`config.mk`:
```
export PLATFORM = sky130hd
export DESIGN_NAME = adder_serial_ctrl
export DESIGN_NICKNAME = d
export VERILOG_FILES = /design/src/rtl/adder_serial_ctrl.sv
export SDC_FILE = /design/constraint.sdc
export NUM_CORES = 1
export LEC_CHECK = 0
export CORE_MARGIN = 5
export CORE_UTILIZATION = 60
export DETAILED_ROUTE_END_ITERATION = 10
export DONT_BUFFER_PORTS = 1
export PLACE_DENSITY = 0.84
export SLEW_MARGIN = 20
export SYNTH_ARGS = -nofsm -noshare
export SYNTH_HDL_FRONTEND = slang
export SYNTH_SLANG_ARGS = --single-unit
```
`constraint.sdc`:
```
create_clock -name i_clk -period 1.4 [get_ports i_clk]
set_clock_uncertainty 0.1 [all_clocks]
set_input_delay 0.42 -clock i_clk [delete_from_list [all_inputs] [get_ports i_clk]]
set_output_delay 0.42 -clock i_clk [all_outputs]
set_load 0.01 [all_outputs]
```
`src/rtl/adder_serial_ctrl.sv`:
```
// -----------------------------------------------------------------------------
// adder_serial_ctrl
//   Bit-serial adder with a valid/ready request side and a valid/ready result
//   side. Each request is processed LSB first, one bit per clock, on a
//   single shared 1-bit full-add datapath. The block holds the result until
//   the consumer takes it.
//
//   Parameters
//     WIDTH      operand/result width, 1..64
//
//   Ports
//     i_clk      clock; all state updates on the rising edge
//     i_rst      synchronous active-high reset
//     i_valid    request strobe, operands valid (looked at only in IDLE)
//     o_ready    high in IDLE: a request can be accepted
//     i_num_a    operand A
//     i_num_b    operand B
//     o_valid    high in DONE: result available
//     i_ready    consumer takes the result (looked at only in DONE)
//     o_res      sum A+B modulo 2^WIDTH
//     o_cry      carry out of bit WIDTH-1
//     o_busy     high while the serial add is running
//     o_ovf      signed overflow; present only when ADDER_SERIAL_OVF_EN
//                is defined
//
//   Optional feature macro: ADDER_SERIAL_OVF_EN
// -----------------------------------------------------------------------------
module adder_serial_ctrl #(
    parameter int WIDTH = 8
) (
    input  logic             i_clk,
    input  logic             i_rst,
    input  logic             i_valid,
    output logic             o_ready,
    input  logic [WIDTH-1:0] i_num_a,
    input  logic [WIDTH-1:0] i_num_b,
    output logic             o_valid,
    input  logic             i_ready,
    output logic [WIDTH-1:0] o_res,
    output logic             o_cry,
    output logic             o_busy
`ifdef ADDER_SERIAL_OVF_EN
    ,
    output logic             o_ovf
`endif
);

    // Counter must be at least one bit wide even when WIDTH=1.
    localparam int CNT_W = (WIDTH > 1) ? $clog2(WIDTH) : 1;
    localparam logic [CNT_W-1:0] LAST = CNT_W'(WIDTH - 1);

    typedef enum logic [1:0] {
        IDLE = 2'd0,
        RUN  = 2'd1,
        DONE = 2'd2
    } state_t;

    state_t             state_q, state_d;
    logic [WIDTH-1:0]   a_q, a_d;
    logic [WIDTH-1:0]   b_q, b_d;
    logic [WIDTH-1:0]   res_q, res_d;
    logic [CNT_W-1:0]   cnt_q, cnt_d;
    logic               c_q, c_d;
    logic               cry_q, cry_d;
`ifdef ADDER_SERIAL_OVF_EN
    logic               ovf_q, ovf_d;
`endif

    // Shared 1-bit datapath: two cascaded half-add steps plus an OR.
    logic half_sum;
    logic sum_bit;
    logic carry_nxt;

    always_comb begin
        half_sum  = a_q[0] ^ b_q[0];
        sum_bit   = half_sum ^ c_q;
        carry_nxt = (a_q[0] & b_q[0]) | (c_q & half_sum);
    end

    always_comb begin
        state_d = state_q;
        a_d     = a_q;
        b_d     = b_q;
        res_d   = res_q;
        cnt_d   = cnt_q;
        c_d     = c_q;
        cry_d   = cry_q;
`ifdef ADDER_SERIAL_OVF_EN
        ovf_d   = ovf_q;
`endif
        unique case (state_q)
            IDLE: begin
                if (i_valid) begin
                    a_d     = i_num_a;
                    b_d     = i_num_b;
                    c_d     = 1'b0;
                    cnt_d   = '0;
                    state_d = RUN;
                end
            end
            RUN: begin
                a_d   = a_q >> 1;
                b_d   = b_q >> 1;
                c_d   = carry_nxt;
                // Sum bits enter at the MSB so after WIDTH shifts bit 0
                // of the result sits at res[0].
                res_d = (res_q >> 1) | (WIDTH'(sum_bit) << (WIDTH - 1));
                cnt_d = cnt_q + 1'b1;
                if (cnt_q == LAST) begin
                    cry_d   = carry_nxt;
`ifdef ADDER_SERIAL_OVF_EN
                    // c_q is the carry into the MSB on this last step.
                    ovf_d   = c_q ^ carry_nxt;
`endif
                    cnt_d   = '0;
                    state_d = DONE;
                end
            end
            DONE: begin
                if (i_ready) begin
                    state_d = IDLE;
                end
            end
            default: state_d = IDLE;
        endcase
    end

    always_ff @(posedge i_clk) begin
        if (i_rst) begin
            state_q <= IDLE;
            a_q     <= '0;
            b_q     <= '0;
            res_q   <= '0;
            cnt_q   <= '0;
            c_q     <= 1'b0;
            cry_q   <= 1'b0;
`ifdef ADDER_SERIAL_OVF_EN
            ovf_q   <= 1'b0;
`endif
        end else begin
            state_q <= state_d;
            a_q     <= a_d;
            b_q     <= b_d;
            res_q   <= res_d;
            cnt_q   <= cnt_d;
            c_q     <= c_d;
            cry_q   <= cry_d;
`ifdef ADDER_SERIAL_OVF_EN
            ovf_q   <= ovf_d;
`endif
        end
    end

    always_comb begin
        o_ready = (state_q == IDLE);
        o_busy  = (state_q == RUN);
        o_valid = (state_q == DONE);
        o_res   = res_q;
        o_cry   = cry_q;
`ifdef ADDER_SERIAL_OVF_EN
        o_ovf   = ovf_q;
`endif
    end

endmodule

```
==> impl_metrics.py, run 1 <==
metrics = {
    "synth": {
        "synthTopCellsByArea": "dfxtp_1, o221a_2, a21oi_1, nand2_1, inv_1",
        "synth_top_area_cell": "dfxtp_1",
        "synth-seq-area-share_pct": 48.3,
        "synth_flop_cell": "dfxtp_1",
        "yosys.cell_types.count": 24,
        "async_flop_share_pct": 0,
        "synth_nets": 161,
        "synth.most_common_cell": "dfxtp_1",
        "synth_edf_count": 0,
        "synth_top_area_share_pct": 48.3,
        "yosys-top-cells-count": "dfxtp_1, a21oi_1, nand2_1, inv_1, o221a_2",
        "synth.avg_cell_area_um2": 9.31,
        "ys_seq_elements": 31,
        "netlist_area_um2": 1280,
        "ys_warn_count": 0,
        "syn_inst": 138,
    },
    "cells_and_area": {
        "syn_to_final_growth_pct": 11.1,
        "antennaDiodeCount": 0,
        "n_fill_cell": 160,
        "final_nets": 170,
        "drive_gt1_share_pct": 27.2,
        "fin_util_pct": 71.3,
    },
    "flow_run": {
        "maxCapViolCount": 0,
    },
    "run_status": {
        "status": "complete, but fails checks",
        "violations": "negative setup slack",
    },
    "clocking": {
        "ctsHoldBuffers": 0,
        "clkTransAtPathRegs_ns": 0.09,
        "clockRootBuffer": "clkbuf_4",
        "worstSkewPairLatency_ns": 0.33,
        "h-tree-depth": 2,
        "clk_path_buf_depth": 2,
        "cts_num_sinks": 31,
        "cts_tree": "built",
        "numCtsBuffers": 5,
    },
    "timing": {
        "setup_ws_ns": -0.164,
        "fin_crit_sh_pct": 112,
        "setup_viol": 3,
        "finalHoldViolations": 0,
        "max_freq_ghz": 0.640,
        "worstMarginPinSlew_ns": 0.337,
        "rsz0062_at_grt": "true",
        "min_period_ns": 1.56,
        "relSlewSlack_pct": 77.5,
        "hold_slack_ns": 0.0385,
        "slew_violations": 0,
    },
    "power": {
        "power_uw": 1680,
        "seq_power_share_pct": 57.3,
        "pwr-share-clk_pct": 31.6,
        "internal_power_uw": 1250,
        "p_leak_uw": 0.000564,
        "p_switching_uw": 428,
        "sw_frac_of_total_pct": 25.5,
        "pwr_density_cell_nw_per_um2": 1180,
        "peakVddDrop_mv": 0.850,
        "pwr-share-comb_pct": 11.1,
    },
    "critical_path": {
        "setup.worst_path.class": "reg -> out",
        "reg2reg_to": "b_q[4]",
        "max_stage_delay_ns": 0.38,
        "startpoint_type": "flip-flop",
        "crit_path_end_kind": "primary output",
        "cp.arrival_ns": 1.04,
        "r2r_cells": 5,
        "r2r_slack_ns": 0.14,
        "path_max_fanout": 5,
        "reg2reg_from": "state_q[1]",
        "worstPathRequired_ns": 0.88,
        "slowest_stage": "dfxtp_4",
        "path_cells": "buf_6, and2b_2",
    },
    "grt": {
        "grt_pass1_vias": 1023,
        "overflow": 0,
        "grt_pass1_wl_mm": 4.77,
        "grt_max_degree": 32,
        "antenna_found_initial": 0,
        "grt_usage_pct": 19.7,
    },
    "die": {
        "initial_core_util_pct": 64.2,
        "num_rows": 16,
        "die_h_um": 56.3,
        "dieArea_um2": 3170,
        "die_w_um": 56.3,
        "core-area_um2": 2000,
        "ios": 32,
    },
    "routing": {
        "drt_iter0_markers": 42,
        "num_vias": 994,
        "via_per_inst": 5.71,
        "ant_nets": 0,
        "first_pass_iters": 4,
        "routedWlPerCell_um": 15.9,
        "route.detailed.drc": 0,
        "wirelength_mm": 2.76,
    },
    "worst_hold_path": {
        "hold_depth": 1,
        "hold_class": "in -> reg",
        "hold_end": "state_q[1]",
        "hold_start": "i_rst",
    },
    "place": {
        "dp_hpwl_mm": 1.79,
        "gp_congestion": 0.765,
        "io_buffers": 0,
        "place_ws_ns": -0.227,
    },
}
==> timing repair <==
item / in CTS / in global routing
gates cloned: 2 / 0
endpoints found under the hold margin: 0 / 0
resized for setup: 15 / 1
setup endpoints to repair: 17 / 3
buffers inserted: 1 / 3
==> power by group through the flow <==
stage / logic, uW / registers [uW] / clock network, uW
final: 187 / 961 / 531
after CTS: 183 / 961 / 536
after floorplan: 156 / 977 / 0
after detailed placement: 163 / 982 / 0
after global placement: 152 / 981 / 0
after global routing: 212 / 968 / 586
==> layout make-up <==
class                      instances  area (um2)  area share (%)
timing repair inverter             2        12.5           0.876
timing repair buffer               8        71.3            5.00
inverter                          16        67.6            4.73
multi-input combinational         83         561            39.3
sequential                        31         626            43.8
tap                               27        33.8            2.37
clock buffer                       6        51.3            3.59
clock inverter                     1        5.00           0.351
==> layer usage <==
layer  track usage, %  vias up  part of all wire [%]
met5                0        -                     0
met4             9.83        0                   2.4
met3             10.3        7                   7.5
met2             31.6       28                    47
met1             21.1      462                    43
li1                 -      497                     -
==> logic make-up (layout without fill, tap and decap cells) <==
kind of cell / count (synthesis) / in the layout / synth area share (%)
adders and majority gates: 3 / 3 / 3.51
buffers and inverters: 24 / 33 / 10.2
DFF: 31 / 31 / 48.3
and+or+nand+nor: 34 / 34 / 11.3
muxes: 1 / 1 / 0.779
AOI/OAI and AO/OA: 45 / 45 / 25.9
==> worst max path at each step <==
| stage | startpoint | endpoint | slack (ns) | cells past startpoint |
|---|---|---|---|---|
| 4_1_cts | state_q[0] | o_valid | -0.17 | 2 |
| 3_3_place_gp | i_valid | b_q[5] | -0.15 | 3 |
| 3_5_place_dp | i_valid | b_q[0] | -0.23 | 3 |
| 6_report | state_q[1] | o_valid | -0.16 | 2 |
| 2_1_floorplan | state_q[0] | a_q[4] | 0.01 | 4 |
| 5_1_grt | state_q[0] | o_valid | -0.21 | 2 |
==> placed cells by master (no fill, tap or decap) <==
cell type and count:
dfxtp_1 29, a21oi_1 24, nand2_1 17, inv_1 15, o221a_2 14, nor2_1 8
clkbuf_4 5, buf_4 5, a22oi_1 4, buf_6 3, nor2_4 2, a32oi_1 2
ha_1 2, inv_4 2, nand2b_4 1, inv_8 1, and2b_2 1, mux2i_1 1
nor3_1 1, nand3b_1 1, nand2b_1 1, o21bai_2 1, nand3_1 1, nand2_2 1
fa_1 1, clkinv_2 1, clkbuf_8 1, dfxtp_2 1, dfxtp_4 1
==> critical path: cells and delay by family, from the launching register on <==
kind	cells	cell delay, ns
and+or+nand+nor	1	0.21
DFF	1	0.38
buffers and inverters	1	0.12
==> through the flow <==
| stage | TNS [ns] | instance area (um2) | cells |
|---|---|---|---|
| 2_1_floorplan | 0 | 1280 | 138 |
| 3_3_place_gp | -2.00 | 1280 | 161 |
| 3_5_place_dp | -3.00 | 1280 | 161 |
| 4_1_cts | -0.457 | 1400 | 171 |
| 5_1_grt | -0.528 | 1430 | 174 |
| 6_report | -0.390 | 1430 | 174 |
==> registers in the layout, indices dropped and copies added, names as in the netlist <==
register,cells
b_q,8
state_q,2
a_q,8
o_res,8
cnt_q,3
c_q,1
o_cry,1
No activity file was read; power rests on OpenSTA's default activity.
==> run 2, diff against run 1 <==
--- a/config.mk
+++ b/config.mk
@@ -5,11 +5,13 @@
 export SDC_FILE = /design/constraint.sdc
 export NUM_CORES = 1
 export LEC_CHECK = 0
+export CORE_ASPECT_RATIO = 0.6
 export CORE_MARGIN = 5
-export CORE_UTILIZATION = 60
+export CORE_UTILIZATION = 55
 export DETAILED_ROUTE_END_ITERATION = 10
 export DONT_BUFFER_PORTS = 1
-export PLACE_DENSITY = 0.84
+export PLACE_DENSITY = 0.78
+export REMOVE_ABC_BUFFERS = 1
 export SLEW_MARGIN = 20
 export SYNTH_ARGS = -nofsm -noshare
 export SYNTH_HDL_FRONTEND = slang
==> run 2 against run 1 <==
The run still ends with negative setup slack left. Register-to-register slack worse by 0.03 ns. Worst hold slack better by 0.065 ns. Maximum frequency up 4.0%. Clock power up 68%. Wire length up 3.5%. Non-clock buffer count unchanged. Sequential cell count unchanged. Critical path depth unchanged. Total power up 22%. Core utilization down 3.6 points.
==> impl_metrics.py, run 2 (synthesis results as in run 1) <==
metrics = {
    "clocking": {
        "clkTransAtPathRegs_ns": 0.06,
        "ctsHoldBuffers": 0,
        "cts_num_sinks": 31,
        "clk_path_buf_depth": 2,
        "clockRootBuffer": "clkbuf_8",
        "numCtsBuffers": 5,
        "cts_tree": "built",
        "worstSkewPairLatency_ns": 0.28,
        "h-tree-depth": 2,
    },
    "cells_and_area": {
        "drive_gt1_share_pct": 27.0,
        "syn_to_final_growth_pct": 15.8,
        "antennaDiodeCount": 0,
        "final_nets": 170,
        "mostFrequentLayoutCell": "dfxtp_1",
        "final_cell_mix": "dfxtp_1, a21oi_1, nand2_1",
        "fin_cells": 178,
    },
    "die": {
        "num_rows": 13,
        "dieArea_um2": 3430,
        "die_w_um": 72.4,
        "initial_core_util_pct": 58.5,
        "die_h_um": 47.4,
        "ios": 32,
        "core-area_um2": 2200,
    },
    "critical_path": {
        "setup.worst_path.class": "reg -> out",
        "r2r_slack_ns": 0.11,
        "startpoint_type": "flip-flop",
        "path_max_fanout": 5,
        "cp.arrival_ns": 0.98,
        "worstPathRequired_ns": 0.88,
        "reg2reg_to": "o_cry",
        "r2r_cells": 5,
        "crit_path_end_kind": "primary output",
        "reg2reg_from": "cnt_q[0]",
    },
    "run_status": {
        "status": "complete, but fails checks",
        "violations": "negative setup slack",
    },
    "routing": {
        "num_vias": 1003,
        "first_pass_iters": 4,
        "drt_iter0_markers": 61,
        "routedWlPerCell_um": 16.1,
        "via_per_inst": 5.63,
        "route.detailed.drc": 0,
        "wirelength_mm": 2.86,
        "ant_nets": 0,
    },
    "place": {
        "io_buffers": 0,
        "gp_congestion": 0.711,
        "dp_hpwl_mm": 1.90,
        "placed_cells": 164,
    },
    "grt": {
        "antenna_found_initial": 0,
        "grt_max_degree": 32,
        "grt_pass1_vias": 1020,
        "grt_usage_pct": 17.9,
        "overflow": 0,
        "grt_pass1_wl_mm": 4.51,
    },
    "timing": {
        "rsz0062_at_grt": "true",
        "fin_crit_sh_pct": 107,
        "min_period_ns": 1.50,
        "worstMarginPinSlew_ns": 0.587,
        "setup_viol": 3,
        "relSlewSlack_pct": 60.8,
        "setup_ws_ns": -0.104,
        "finalHoldViolations": 0,
        "slew_violations": 0,
        "max_freq_ghz": 0.665,
        "tns_ns": -0.203,
    },
    "worst_hold_path": {
        "hold_depth": 1,
        "hold_start": "i_rst",
        "hold_end": "state_q[1]",
        "hold_class": "in -> reg",
    },
    "flow_run": {
        "maxCapViolCount": 0,
    },
    "power": {
        "peakVddDrop_mv": 0.621,
        "pwr_density_cell_nw_per_um2": 1380,
        "p_leak_uw": 0.000584,
    },
}
[run 2: critical path, cell delays in order (launching register included)]
cell,delay (ns)
dfxtp_2,0.33
buf_6,0.12
and2b_2,0.25
[run 2: repair_timing]
action / CTS / global route
hold endpoints to repair: 0 / 0
cloned: 1 / 1
endpoints found under the setup margin: 17 / 3
gates resized for setup: 12 / 2
setup buffers: 1 / 3
[run 2: through the flow]
step	cell area [um2]	total power, uW	util [%]	hold WS, ns	setup WS (ns)
after floorplan	1220	1100	-	0.354	0.0258
after global placement	1290	1140	58.6	0.372	-0.172
after detailed placement	1290	1150	58.6	0.391	-0.258
after CTS	1450	2050	66.0	0.0982	-0.107
after global routing	1490	2130	67.7	0.0878	-0.138
final	1490	2050	67.7	0.103	-0.104
[run 2: report_power, final]
group | total (uW) | switching (uW) | internal [uW] | leakage, uW
logic | 194 | 101 | 93.2 | 0.000267
clock network | 892 | 317 | 575 | 0.0000612
registers | 963 | 32.4 | 931 | 0.000255
[run 2: worst max path at each step]
stage	slack, ns	start	end
2_1_floorplan	0.03	state_q[0]	a_q[0]
3_3_place_gp	-0.17	i_valid	b_q[5]
3_5_place_dp	-0.26	i_valid	a_q[4]
4_1_cts	-0.11	state_q[0]	o_valid
5_1_grt	-0.14	state_q[0]	o_valid
6_report	-0.10	state_q[0]	o_valid
[run 2: area by class of cell]
class,count,area [um2]
timing repair buffer,8,67.6
multi-input combinational,83,552
clock buffer,6,82.6
fill,170,708
tap,30,37.5
timing repair inverter,2,15.0
inverter,16,72.6
clock inverter,2,35.0
sequential,31,626
[run 2: routing by layer]
metal	part of all wire, %	wire (um)	GRT usage [%]	vias up
met1	44	1250	19.6	471
met2	48	1370	30.4	27
met5	0	0	0	-
met3	7.0	200	7.76	6
li1	-	-	-	499
met4	1.1	31	10.7	0
